## src/rtl/memory_access.sv

```systemverilog
// Memory-access pipeline stage: aligned loads/stores over a req/ack data bus,
// load byte-laning and extension, misaligned/illegal detection, registered write-back result.
module memory_access #(
    parameter int unsigned ADDR_W = 32
) (
    input  logic              i_clk,
    input  logic              i_rst,
    input  logic              i_ex_valid,
    output logic              o_ex_ready,
    input  logic [31:0]       i_ex_alu_result,
    input  logic [31:0]       i_ex_store_data,
    input  logic [4:0]        i_ex_rd_addr,
    input  logic              i_ex_rd_we,
    input  logic              i_ex_is_load,
    input  logic              i_ex_is_store,
    input  logic [2:0]        i_ex_funct3,
    output logic              o_dmem_req,
    output logic              o_dmem_we,
    output logic [ADDR_W-1:0] o_dmem_addr,
    output logic [31:0]       o_dmem_wdata,
    output logic [3:0]        o_dmem_be,
    input  logic              i_dmem_ack,
    input  logic [31:0]       i_dmem_rdata,
    output logic              o_wb_valid,
    output logic [4:0]        o_wb_rd_addr,
    output logic              o_wb_rd_we,
    output logic [31:0]       o_wb_rd_data,
    output logic              o_wb_exc,
    output logic [3:0]        o_wb_exc_cause,
    output logic [31:0]       o_wb_exc_tval
);

    typedef enum logic {S_IDLE, S_BUS} state_t;

    state_t              r_state;
    logic                r_ex_ready;
    logic                r_dmem_req;
    logic                r_dmem_we;
    logic [ADDR_W-1:0]   r_dmem_addr;
    logic [31:0]         r_dmem_wdata;
    logic [3:0]          r_dmem_be;
    logic                r_wb_valid;
    logic [4:0]          r_wb_rd_addr;
    logic                r_wb_rd_we;
    logic [31:0]         r_wb_rd_data;
    logic                r_wb_exc;
    logic [3:0]          r_wb_exc_cause;
    logic [31:0]         r_wb_exc_tval;
    logic [4:0]          r_rd_addr;
    logic                r_rd_we;
    logic [2:0]          r_funct3;
    logic [1:0]          r_addr_lo;
    logic                r_is_load;

    logic [1:0]          w_off;
    logic                w_is_mem;
    logic                w_illegal;
    logic                w_misaligned;
    logic                w_exc;
    logic [3:0]          w_cause;
    logic [3:0]          w_be;
    logic [31:0]         w_wdata;
    logic [7:0]          w_byte;
    logic [15:0]         w_half;
    logic [31:0]         w_load_data;

    assign w_off = i_ex_alu_result[1:0];

    // Decode the presented instruction: legality, alignment, store lanes
    always_comb begin
        w_is_mem     = i_ex_is_load | i_ex_is_store;
        w_illegal    = 1'b0;
        w_misaligned = 1'b0;
        w_be         = 4'b0000;
        w_wdata      = 32'h0;
        if (i_ex_is_load) begin
            w_illegal = (i_ex_funct3 == 3'b011) | (i_ex_funct3[2:1] == 2'b11);
        end else if (i_ex_is_store) begin
            w_illegal = i_ex_funct3[2] | (i_ex_funct3[1:0] == 2'b11);
        end
        case (i_ex_funct3[1:0])
            2'b01:   w_misaligned = w_off[0];
            2'b10:   w_misaligned = |w_off;
            default: w_misaligned = 1'b0;
        endcase
        w_exc   = w_is_mem & (w_illegal | w_misaligned);
        w_cause = w_illegal ? 4'd2 : (i_ex_is_load ? 4'd4 : 4'd6);
        if (i_ex_is_store) begin
            case (i_ex_funct3[1:0])
                2'b00: begin
                    w_be    = 4'b0001 << w_off;
                    w_wdata = {4{i_ex_store_data[7:0]}};
                end
                2'b01: begin
                    w_be    = 4'b0011 << w_off;
                    w_wdata = {2{i_ex_store_data[15:0]}};
                end
                default: begin
                    w_be    = 4'b1111;
                    w_wdata = i_ex_store_data;
                end
            endcase
        end
    end

    // Lane-select and extend returning load data using the captured op
    always_comb begin
        w_load_data = i_dmem_rdata;
        case (r_addr_lo)
            2'd0:    w_byte = i_dmem_rdata[7:0];
            2'd1:    w_byte = i_dmem_rdata[15:8];
            2'd2:    w_byte = i_dmem_rdata[23:16];
            default: w_byte = i_dmem_rdata[31:24];
        endcase
        w_half = r_addr_lo[1] ? i_dmem_rdata[31:16] : i_dmem_rdata[15:0];
        case (r_funct3)
            3'b000:  w_load_data = {{24{w_byte[7]}}, w_byte};
            3'b001:  w_load_data = {{16{w_half[15]}}, w_half};
            3'b100:  w_load_data = {24'h0, w_byte};
            3'b101:  w_load_data = {16'h0, w_half};
            default: w_load_data = i_dmem_rdata;
        endcase
    end

    always_ff @(posedge i_clk) begin
        if (i_rst) begin
            r_state        <= S_IDLE;
            r_ex_ready     <= 1'b1;
            r_dmem_req     <= 1'b0;
            r_dmem_we      <= 1'b0;
            r_dmem_addr    <= '0;
            r_dmem_wdata   <= 32'h0;
            r_dmem_be      <= 4'b0000;
            r_wb_valid     <= 1'b0;
            r_wb_rd_addr   <= 5'd0;
            r_wb_rd_we     <= 1'b0;
            r_wb_rd_data   <= 32'h0;
            r_wb_exc       <= 1'b0;
            r_wb_exc_cause <= 4'd0;
            r_wb_exc_tval  <= 32'h0;
            r_rd_addr      <= 5'd0;
            r_rd_we        <= 1'b0;
            r_funct3       <= 3'd0;
            r_addr_lo      <= 2'd0;
            r_is_load      <= 1'b0;
        end else begin
            r_wb_valid <= 1'b0;
            case (r_state)
                S_IDLE: begin
                    if (i_ex_valid) begin
                        r_rd_addr <= i_ex_rd_addr;
                        r_rd_we   <= i_ex_rd_we;
                        r_funct3  <= i_ex_funct3;
                        r_addr_lo <= w_off;
                        r_is_load <= i_ex_is_load;
                        if (!w_is_mem) begin
                            r_wb_valid     <= 1'b1;
                            r_wb_rd_addr   <= i_ex_rd_addr;
                            r_wb_rd_we     <= i_ex_rd_we & (i_ex_rd_addr != 5'd0);
                            r_wb_rd_data   <= i_ex_alu_result;
                            r_wb_exc       <= 1'b0;
                            r_wb_exc_cause <= 4'd0;
                            r_wb_exc_tval  <= 32'h0;
                        end else if (w_exc) begin
                            r_wb_valid     <= 1'b1;
                            r_wb_rd_addr   <= i_ex_rd_addr;
                            r_wb_rd_we     <= 1'b0;
                            r_wb_rd_data   <= 32'h0;
                            r_wb_exc       <= 1'b1;
                            r_wb_exc_cause <= w_cause;
                            r_wb_exc_tval  <= i_ex_alu_result;
                        end else begin
                            r_state      <= S_BUS;
                            r_ex_ready   <= 1'b0;
                            r_dmem_req   <= 1'b1;
                            r_dmem_we    <= i_ex_is_store;
                            r_dmem_addr  <= {i_ex_alu_result[ADDR_W-1:2], 2'b00};
                            r_dmem_wdata <= w_wdata;
                            r_dmem_be    <= w_be;
                        end
                    end
                end
                S_BUS: begin
                    // Bus fields stay frozen until the ack edge
                    if (i_dmem_ack) begin
                        r_state        <= S_IDLE;
                        r_ex_ready     <= 1'b1;
                        r_dmem_req     <= 1'b0;
                        r_dmem_we      <= 1'b0;
                        r_dmem_be      <= 4'b0000;
                        r_wb_valid     <= 1'b1;
                        r_wb_rd_addr   <= r_rd_addr;
                        r_wb_rd_we     <= r_is_load & r_rd_we & (r_rd_addr != 5'd0);
                        r_wb_rd_data   <= r_is_load ? w_load_data : 32'h0;
                        r_wb_exc       <= 1'b0;
                        r_wb_exc_cause <= 4'd0;
                        r_wb_exc_tval  <= 32'h0;
                    end
                end
                default: r_state <= S_IDLE;
            endcase
        end
    end

    assign o_ex_ready     = r_ex_ready;
    assign o_dmem_req     = r_dmem_req;
    assign o_dmem_we      = r_dmem_we;
    assign o_dmem_addr    = r_dmem_addr;
    assign o_dmem_wdata   = r_dmem_wdata;
    assign o_dmem_be      = r_dmem_be;
    assign o_wb_valid     = r_wb_valid;
    assign o_wb_rd_addr   = r_wb_rd_addr;
    assign o_wb_rd_we     = r_wb_rd_we;
    assign o_wb_rd_data   = r_wb_rd_data;
    assign o_wb_exc       = r_wb_exc;
    assign o_wb_exc_cause = r_wb_exc_cause;
    assign o_wb_exc_tval  = r_wb_exc_tval;

endmodule

```

## config.mk

```make
export PLATFORM = sky130hd
export DESIGN_NAME = memory_access
export DESIGN_NICKNAME = d
export VERILOG_FILES = /design/src/rtl/memory_access.sv
export SDC_FILE = /design/constraint.sdc
export NUM_CORES = 1
export LEC_CHECK = 0
export ABC_AREA = 1
export CAP_MARGIN = 10
export CORE_UTILIZATION = 30
export DETAILED_ROUTE_END_ITERATION = 10
export HOLD_SLACK_MARGIN = 0.03
export PLACE_DENSITY = 0.59
export SLEW_MARGIN = 40
export SYNTH_ARGS = -nofsm -noshare
export SYNTH_HDL_FRONTEND = slang
export SYNTH_SLANG_ARGS = --single-unit
```

## constraint.sdc

```tcl
create_clock -name i_clk -period 4.7 [get_ports i_clk]
set_input_delay 0.47 -clock i_clk [delete_from_list [all_inputs] [get_ports i_clk]]
set_output_delay 0.47 -clock i_clk [all_outputs]
set_load 0.1 [all_outputs]
```

==> results.ini, run 1 <==
[status]
status=complete, no violations

[die]
die_y_um=157
rows=56
io_pins=258
die_w_um=157
start_util_pct=30.5
core-area_mm2=0.0235
dieArea_mm2=0.0245

[worst_setup_path]
required_ns=5.02
crit_chain=clkdlybuf4s50_1 > inv_4 > ha_1 > nand2_1 > nand2_1 > nand2_1 > nand3_1 > nand2_1 > nand2_4 > nand2_1 > nor2_1 > nor2_1
start_kind=input port
worstSetupPathType=in -> reg
crit_fanout=60
endpoint_kind=register
cp_slowest_stage_delay_ns=0.69
cp_top_family=simple AND/OR/NAND/NOR gates
worstSetupPathDepth=12
path_buf_inv=2
reg2regPathDepth=7
worstPathArrival_ns=3.28
ff2ff_setup_slack_ns=2.02
critPathSlowestCell=clkdlybuf4s50_1
crit_path_frequent_cell=nand2_1

[logic_synthesis]
ys_warn_count=0
synth_compound_area_share_pct=20.0
synth-xor-area-share_pct=0
synth_top_area_share_pct=43.6
yosysTopAreaCell=dfxtp_1
yosysSeqAreaShare_pct=43.6
synth.avg_cell_area_um2=6.74
synth-adder-area-share_pct=0.698
netlist_area_mm2=0.00717
synth_simple_gate_area_share_pct=26.7
synth_seq_cells=156
ys_top_cells_by_area=dfxtp_1 (44%), nand2_1 (14%), a21oi_1 (11%)
synth-main-ff-cell=dfxtp_1
syn_inst=1063
synth_top_family_by_area=simple AND/OR/NAND/NOR gates
synth_edf_count=0
ys_async_sr_fraction_pct=0
synth_mux_area_share_pct=0
ys_types=29

[layout]
fin_nets=1384
final_area_mm2=0.00975
instances_no_fill=1601
area_delta_synth_final_pct=36.0
diodes=0
drive_gt1_share_pct=15.8

[place]
port_buffers=253
dp_hpwl_um=19200
place_area_mm2=0.00910
routabilityCongestion=0.874
place_inst=1567

[sta]
clock_skew_ns=0.0114
setup_viol=0
fin_setup_tns_ns=0
slew_headroom_pct=48.7
report.final.hold_viol_count=0
fmax_ghz=0.337
rsz0062_at_grt=no
fin_crit_sh_pct=63.1
min_period_ns=2.96
tightest_slew_ns=0.769
whs_ns=0.442
slew_viol_final=0

[clock_network]
cts_setup_buffers=0
cts-hold-fix-buffers=0
clk_latency_ns=0.43
path_clk_slew_ns=0.07
cts_tree=done
cts_buffer_depth=2
cts.sinks=156
cts_buffers=17
cts_resized=0
cts_max_level=4
clock-root-buffer=clkbuf_16

[global_route]
grt_pass1_wl_um=40300
grt_overflow=0
track_usage_pct=21.7
grt_max_degree=101
antenna_found_initial=0
grt_pass1_vias=7027

[drt]
final_antenna_net_count=0
dr.pass1.iters=7
finalWirelength_um=26800
num_vias=7628
vias_per_cell=4.76
wire_per_inst_um=16.7
drc=0
drt-initial-drc-count=527

[pwr]
power.density_mw_per_mm2=422
p_leak_nw=4.30
ir_worst_vdd_mv=0.202

[flow_run]
cap_violations=0

[min_path]
min_path_cells=2
hold_class=reg -> reg

## report_power, final
| part | internal (mW) | switching [mW] | leakage (nW) |
|---|---|---|---|
| clock | 0.803 | 0.624 | 0.291 |
| sequential | 1.41 | 0.0561 | 1.28 |
| combinational | 0.251 | 0.968 | 2.73 |
| total | 2.47 | 1.65 | 4.30 |
## metal layers
metal | vias to the layer above | part of all wire [%] | wire [µm] | track usage [%]
li1 | 3853 | - | - | -
met4 | 0 | 1.0 | 279 | 5.37
met5 | - | 0 | 0 | 0
met3 | 16 | 7.6 | 2050 | 5.82
met1 | 3492 | 44 | 11800 | 27.8
met2 | 267 | 47 | 12600 | 35.9
## final timing paths
check / startpoint / end
max: i_ex_funct3[1] / o_wb_rd_data[10]
min: o_dmem_addr[4] / o_dmem_addr[4]
max reg2reg: r_state / o_dmem_addr[28]
min reg2reg: o_dmem_addr[4] / o_dmem_addr[4]
## stage by stage
step	setup slack [ns]	total power, mW	util [%]
6_report	1.74	4.12	41.5
5_1_grt	1.42	4.28	41.5
4_1_cts	1.51	4.14	41.3
3_5_place_dp	1.08	2.71	38.8
3_3_place_gp	1.11	2.78	41.8
2_1_floorplan	2.67	2.41	-
## logic make-up (layout without fill, tap and decap cells)
family | Yosys count | after routing
compound gates | 279 | 279
buf+inv | 148 | 364
simple gates | 475 | 475
fa+ha+maj | 4 | 4
other cells | 1 | 4
flops | 156 | 156
## area by class of cell
cell class,instances,area [µm²]
fillers,2520,13700
multi-input cells,762,3440
flip-flops and latches,156,3120
repair buffers,264,1930
clock buffers,17,425
well taps,319,399
inverters,68,258
clock inverters,15,175
## cell usage after synthesis, types with 6 or more instances
master	number
nand2_1	266
dfxtp_1	156
a21oi_1	154
nor2_1	129
o21ai_0	112
nand3_1	63
inv_1	62
clkbuf_1	33
buf_2	29
nand4_1	10
buf_1	6
buf_4	6
## cells in the final DEF, fill, tap and decap left out, types with 5 or more instances in the layout
cell type and n:
buf_4 7, nor2_1 128, inv_1 62, clkdlybuf4s50_1 109, a21oi_1 154, inv_6 5, buf_2 144, nand4_1 10
clkbuf_16 17, o21ai_0 112, nand3_1 63, nand2_1 265, dfxtp_1 156
## state kept, by name, summed over array words and instances (netlist names), 2 cells and up
register        count
r_rd_addr           5
o_dmem_be           4
r_funct3            3
o_wb_exc_cause      2
o_dmem_wdata       32
o_wb_rd_addr        5
o_wb_rd_data       32
o_wb_exc_tval      32
o_dmem_addr        30
r_addr_lo           2
## worst min-delay path, cell delays in order (launching register included)
cell and delay (ns):
dfxtp_1 0.31, inv_1 0.04, a21oi_1 0.05
Power figures use the tool's default switching activity.
==> inputs of run 2 (changes only) <==
--- a/config.mk
+++ b/config.mk
@@ -10,7 +10,7 @@
 export CORE_UTILIZATION = 30
 export DETAILED_ROUTE_END_ITERATION = 10
 export HOLD_SLACK_MARGIN = 0.03
-export PLACE_DENSITY = 0.59
+export PLACE_DENSITY = 0.62
 export SLEW_MARGIN = 40
 export SYNTH_ARGS = -nofsm -noshare
 export SYNTH_HDL_FRONTEND = slang
==> constraint.sdc (replaced) <==
create_clock -name i_clk -period 2.42 [get_ports i_clk]
set_input_delay 0.242 -clock i_clk [delete_from_list [all_inputs] [get_ports i_clk]]
set_output_delay 0.242 -clock i_clk [all_outputs]
set_load 0.1 [all_outputs]
==> run 2 against run 1 <==
- flip-flop and latch count stayed put
- highest routed layer unchanged
- clock power rose by 87%
- critical path depth unchanged
- non-clock buffer count increased by 24
- sequential power is 94% higher
==> results.ini, run 2 (synthesized netlist as in run 1, its figures left out) <==
[status]
status=complete, no violations

[sta]
report.final.hold_viol_count=0
rsz0062_at_grt=no
fin_setup_tns_ns=0
min_period_ns=1.97
slew_viol_final=0
fin_crit_sh_pct=81.6
fmax_ghz=0.507
tightest_slew_ns=0.818
whs_ns=0.116
setup_viol=0
slew_headroom_pct=45.5
clock_skew_ns=0.0162

[min_path]
hold_class=in -> reg

[worst_setup_path]
crit_chain=clkdlybuf4s50_1 > buf_4 > ha_1 > inv_1 > nand2_1 > nand3_1 > nand3_1 > nand2_1 > nand2_2 > buf_12 > o21ai_0 > nor2_1
start_kind=input port
cp_top_family=buffers and inverters
ff2ff_setup_slack_ns=0.55
worstSetupPathType=in -> reg
path_buf_inv=4
endpoint_kind=register
cp_slowest_stage_delay_ns=0.50
required_ns=2.73
critPathSlowestCell=clkdlybuf4s50_1
worstPathArrival_ns=2.29
crit_fanout=47

[die]
dieArea_mm2=0.0245
die_y_um=157
die_w_um=157
io_pins=258
core-area_mm2=0.0235
start_util_pct=30.5
rows=56

[pwr]
p_sw_mw=3.29
p_leak_nw=4.46
combPwrFrac_pct=31.4
power.total_mw=8.06
pwr-share-seq_pct=35.4
p_clk_share_pct=33.2
ir_worst_vdd_mv=0.386
p_int_mw=4.78
power.density_mw_per_mm2=779
switching_share_pct=40.8

[clock_network]
clock-root-buffer=clkbuf_16
cts_tree=done
cts-hold-fix-buffers=0
cts_resized=0
clk_latency_ns=0.43
cts_setup_buffers=0
cts_max_level=4
path_clk_slew_ns=0.07
cts_buffer_depth=2
cts.sinks=156
cts_buffers=17

[global_route]
grt_overflow=0
antenna_found_initial=0
grt_pass1_wl_um=39600
track_usage_pct=21.1
grt_max_degree=74
grt_pass1_vias=7015

[layout]
postLayoutCoreUtil_pct=44.1
area_delta_synth_final_pct=44.4
diodes=0
drive_gt1_share_pct=17.4
fin_nets=1408
final_common_cell=nand2_1
nFillCells=2435
layout_common_cells=nand2_1 (265), buf_4 (169), dfxtp_1 (156), a21oi_1 (154), nor2_1 (128)

[drt]
drt-initial-drc-count=384
vias_per_cell=4.75
dr.pass1.iters=5
drc=0
wire_per_inst_um=16.2
final_antenna_net_count=0
finalWirelength_um=26300
num_vias=7726

[place]
routabilityCongestion=0.922
port_buffers=253
dp_hpwl_um=19500

[flow_run]
cap_violations=0

[run 2: worst paths after layout]
path | start | to | depth (start not counted)
max | i_ex_funct3[1] | o_wb_rd_data[10] | 12
min | i_rst | o_wb_exc_tval[1] | 2
max reg2reg | r_funct3[1] | o_wb_rd_data[10] | 8
min reg2reg | o_dmem_addr[18] | o_dmem_addr[18] | 2
[run 2: metrics by stage]
step                instance area [µm²]  std cells  worst slack (ns)
detailed placement                 9760       1593            0.0614
floorplan                          7180       1066             0.622
finish                            10400       1625             0.446
CTS                               10400       1625             0.471
global route                      10400       1625             0.295
global placement                   9760       1593             0.110
[run 2: per-layer routing]
| layer | vias up | routed length, µm | GRT usage [%] |
|---|---|---|---|
| met5 | - | 0 | 0 |
| met1 | 3481 | 11300 | 26.6 |
| li1 | 3918 | - | - |
| met2 | 294 | 12100 | 33.7 |
| met4 | 0 | 720 | 7.84 |
| met3 | 33 | 2190 | 6.56 |
[run 2: power by group through the flow]
stage / clock (mW) / sequential (mW) / combinational (mW)
3_5_place_dp: 0 / 2.91 / 2.53
4_1_cts: 2.73 / 2.85 / 2.54
2_1_floorplan: 0 / 4.03 / 0.650
6_report: 2.68 / 2.85 / 2.53
3_3_place_gp: 0 / 2.91 / 2.52
5_1_grt: 2.84 / 2.87 / 2.68
[run 2: final cells by class]
type                    instances  area (µm²)  share of cell area [%]
well taps                     319         399                    3.86
clock buffers                  17         425                    4.11
multi-input cells             762        3430                    33.2
clock inverters                15         169                    1.63
repair buffers                288        2540                    24.6
inverters                      68         258                    2.49
flip-flops and latches        156        3120                    30.2
[run 2: worst reg2reg max path, cell delays in order, from the launching register on]
cell and delay, ns:
dfxtp_1 0.41, inv_2 0.10, nand2_2 0.14, nor2_1 0.13
nand4_1 0.33, buf_4 0.31, a21oi_1 0.20, nor2_1 0.08
nor2_1 0.12
==> inputs of run 3 (changes only) <==
--- a/config.mk
+++ b/config.mk
@@ -10,7 +10,7 @@
 export CORE_UTILIZATION = 30
 export DETAILED_ROUTE_END_ITERATION = 10
 export HOLD_SLACK_MARGIN = 0.03
-export PLACE_DENSITY = 0.62
+export PLACE_DENSITY = 0.59
 export SLEW_MARGIN = 40
 export SYNTH_ARGS = -nofsm -noshare
 export SYNTH_HDL_FRONTEND = slang
==> constraint.sdc (replaced) <==
create_clock -name i_clk -period 2.1 [get_ports i_clk]
set_input_delay 0.21 -clock i_clk [delete_from_list [all_inputs] [get_ports i_clk]]
set_output_delay 0.21 -clock i_clk [all_outputs]
set_load 0.1 [all_outputs]
==> run 3 against run 2 <==
- utilization rose by 0.65 points
- combinational power increased by 17%
- critical endpoint is now o_dmem_wdata[20]
- via count barely moved
- critical path depth unchanged
==> results.ini, run 3 (synthesized netlist as in run 1, its figures left out) <==
[status]
status=complete, no violations

[die]
io_pins=258
rows=56
die_w_um=157
dieArea_mm2=0.0245
start_util_pct=30.5
die_y_um=157
core-area_mm2=0.0235

[clock_network]
cts_resized=0
cts_tree=done
path_clk_slew_ns=0.07
cts_buffer_depth=2
cts_setup_buffers=0
clk_latency_ns=0.43
cts-hold-fix-buffers=0
cts_buffers=17
clock-root-buffer=clkbuf_16
cts.sinks=156
cts_max_level=4

[worst_setup_path]
rr_endpoint=o_wb_rd_data[9]
required_ns=2.46
worstPathArrival_ns=2.21
crit_end=o_dmem_wdata[20]
r2r-start=r_state
reg2regPathDepth=6
cp-startpoint=i_ex_funct3[1]
ff2ff_setup_slack_ns=0.39
start_kind=input port
endpoint_kind=register
worstSetupPathType=in -> reg
crit_fanout=37

[min_path]
hold_class=in -> reg
min_path_cells=2

[layout]
postLayoutCoreUtil_pct=44.8
final_common_cell=nand2_1
area_delta_synth_final_pct=46.6
drive_gt1_share_pct=18.3
diodes=0
fin_nets=1423
final_area_mm2=0.0105
layout_common_cells=nand2_1 (265), buf_4 (181), dfxtp_1 (156), a21oi_1 (154), nor2_1 (128)
instances_no_fill=1640

[drt]
drc=0
finalWirelength_um=26500
wire_per_inst_um=16.2
vias_per_cell=4.71
drt-initial-drc-count=430
dr.pass1.iters=5
final_antenna_net_count=0
num_vias=7722

[sta]
rsz0062_at_grt=no
slew_headroom_pct=63.0
tightest_slew_ns=0.554
slew_viol_final=0
fmax_ghz=0.541
clock_skew_ns=0.0168
min_period_ns=1.85
fin_crit_sh_pct=88.1
setup_viol=0
report.final.hold_viol_count=0

[place]
dp_hpwl_um=19700
port_buffers=253
place_area_mm2=0.00991
place_inst=1608
routabilityCongestion=0.914

[flow_run]
cap_violations=0

[global_route]
track_usage_pct=21.5
met3_usage_pct=6.81
antenna_found_initial=0
grt_pass1_vias=7189
top_usage_layer=met2
grt_pass1_wl_um=40200
grt_overflow=0
met1_usage_pct=26.3
grt_util_met2_pct=35.7
grt_max_degree=68

[pwr]
p_leak_nw=4.54
ir_worst_vdd_mv=0.526
power.density_mw_per_mm2=888

==> run 3: changes by cell type in the layout (fill, tap and decap cells not counted) <==
cell / before / now
buf_4: 169 / 181
inv_8: 6 / 1
buf_12: 9 / 12
clkinv_4: 4 / 2
clkinv_8: 3 / 5
inv_6: 2 / 7
==> run 3: worst max-delay path: stages <==
cell	delay [ns]
clkdlybuf4s50_1	0.54
inv_4	0.06
ha_1	0.20
nand2_1	0.10
nand2_1	0.06
nand2_1	0.13
buf_4	0.14
nand3_4	0.17
nor2_4	0.15
buf_12	0.21
nand2_1	0.08
a21oi_1	0.14
==> run 3: stage by stage <==
step | setup slack [ns] | power [mW] | hold WS (ns) | TNS (ns)
global placement | -0.166 | 6.31 | 0.431 | -10.0
CTS | 0.264 | 9.41 | 0.126 | 0
detailed placement | -0.175 | 6.32 | 0.435 | -13.31
finish | 0.251 | 9.33 | 0.125 | 0
floorplan | 0.334 | 5.40 | 0.338 | 0
global route | 0.139 | 9.71 | 0.144 | 0
==> run 3: worst min path at each step <==
stage,from,endpoint
finish,i_rst,o_wb_exc_tval[0]
global placement,o_dmem_addr[31],o_dmem_addr[31]
CTS,i_rst,o_wb_exc_tval[0]
detailed placement,o_dmem_addr[20],o_dmem_addr[20]
floorplan,i_ex_is_load,r_is_load
global route,i_rst,o_wb_exc_tval[0]
==> run 3: power by group <==
group	switching, mW	leakage, nW	internal, mW
Sequential	0.127	1.28	3.16
Combinational	2.19	2.97	0.771
Clock	1.48	0.290	1.60
Total	3.80	4.54	5.54
==> run 3: area by class of cell <==
class	count	area (µm²)
inverters	68	258
clock inverters	15	171
clock buffers	17	425
well taps	319	399
flip-flops and latches	156	3120
repair buffers	303	2700
multi-input cells	762	3430
fillers	2407	13000
==> run 3: routing by layer <==
layer | wire length [µm] | vias to the layer above
met3 | 2240 | 28
met5 | 0 | -
met2 | 12500 | 245
li1 | - | 3942
met1 | 11300 | 3507
met4 | 510 | 0
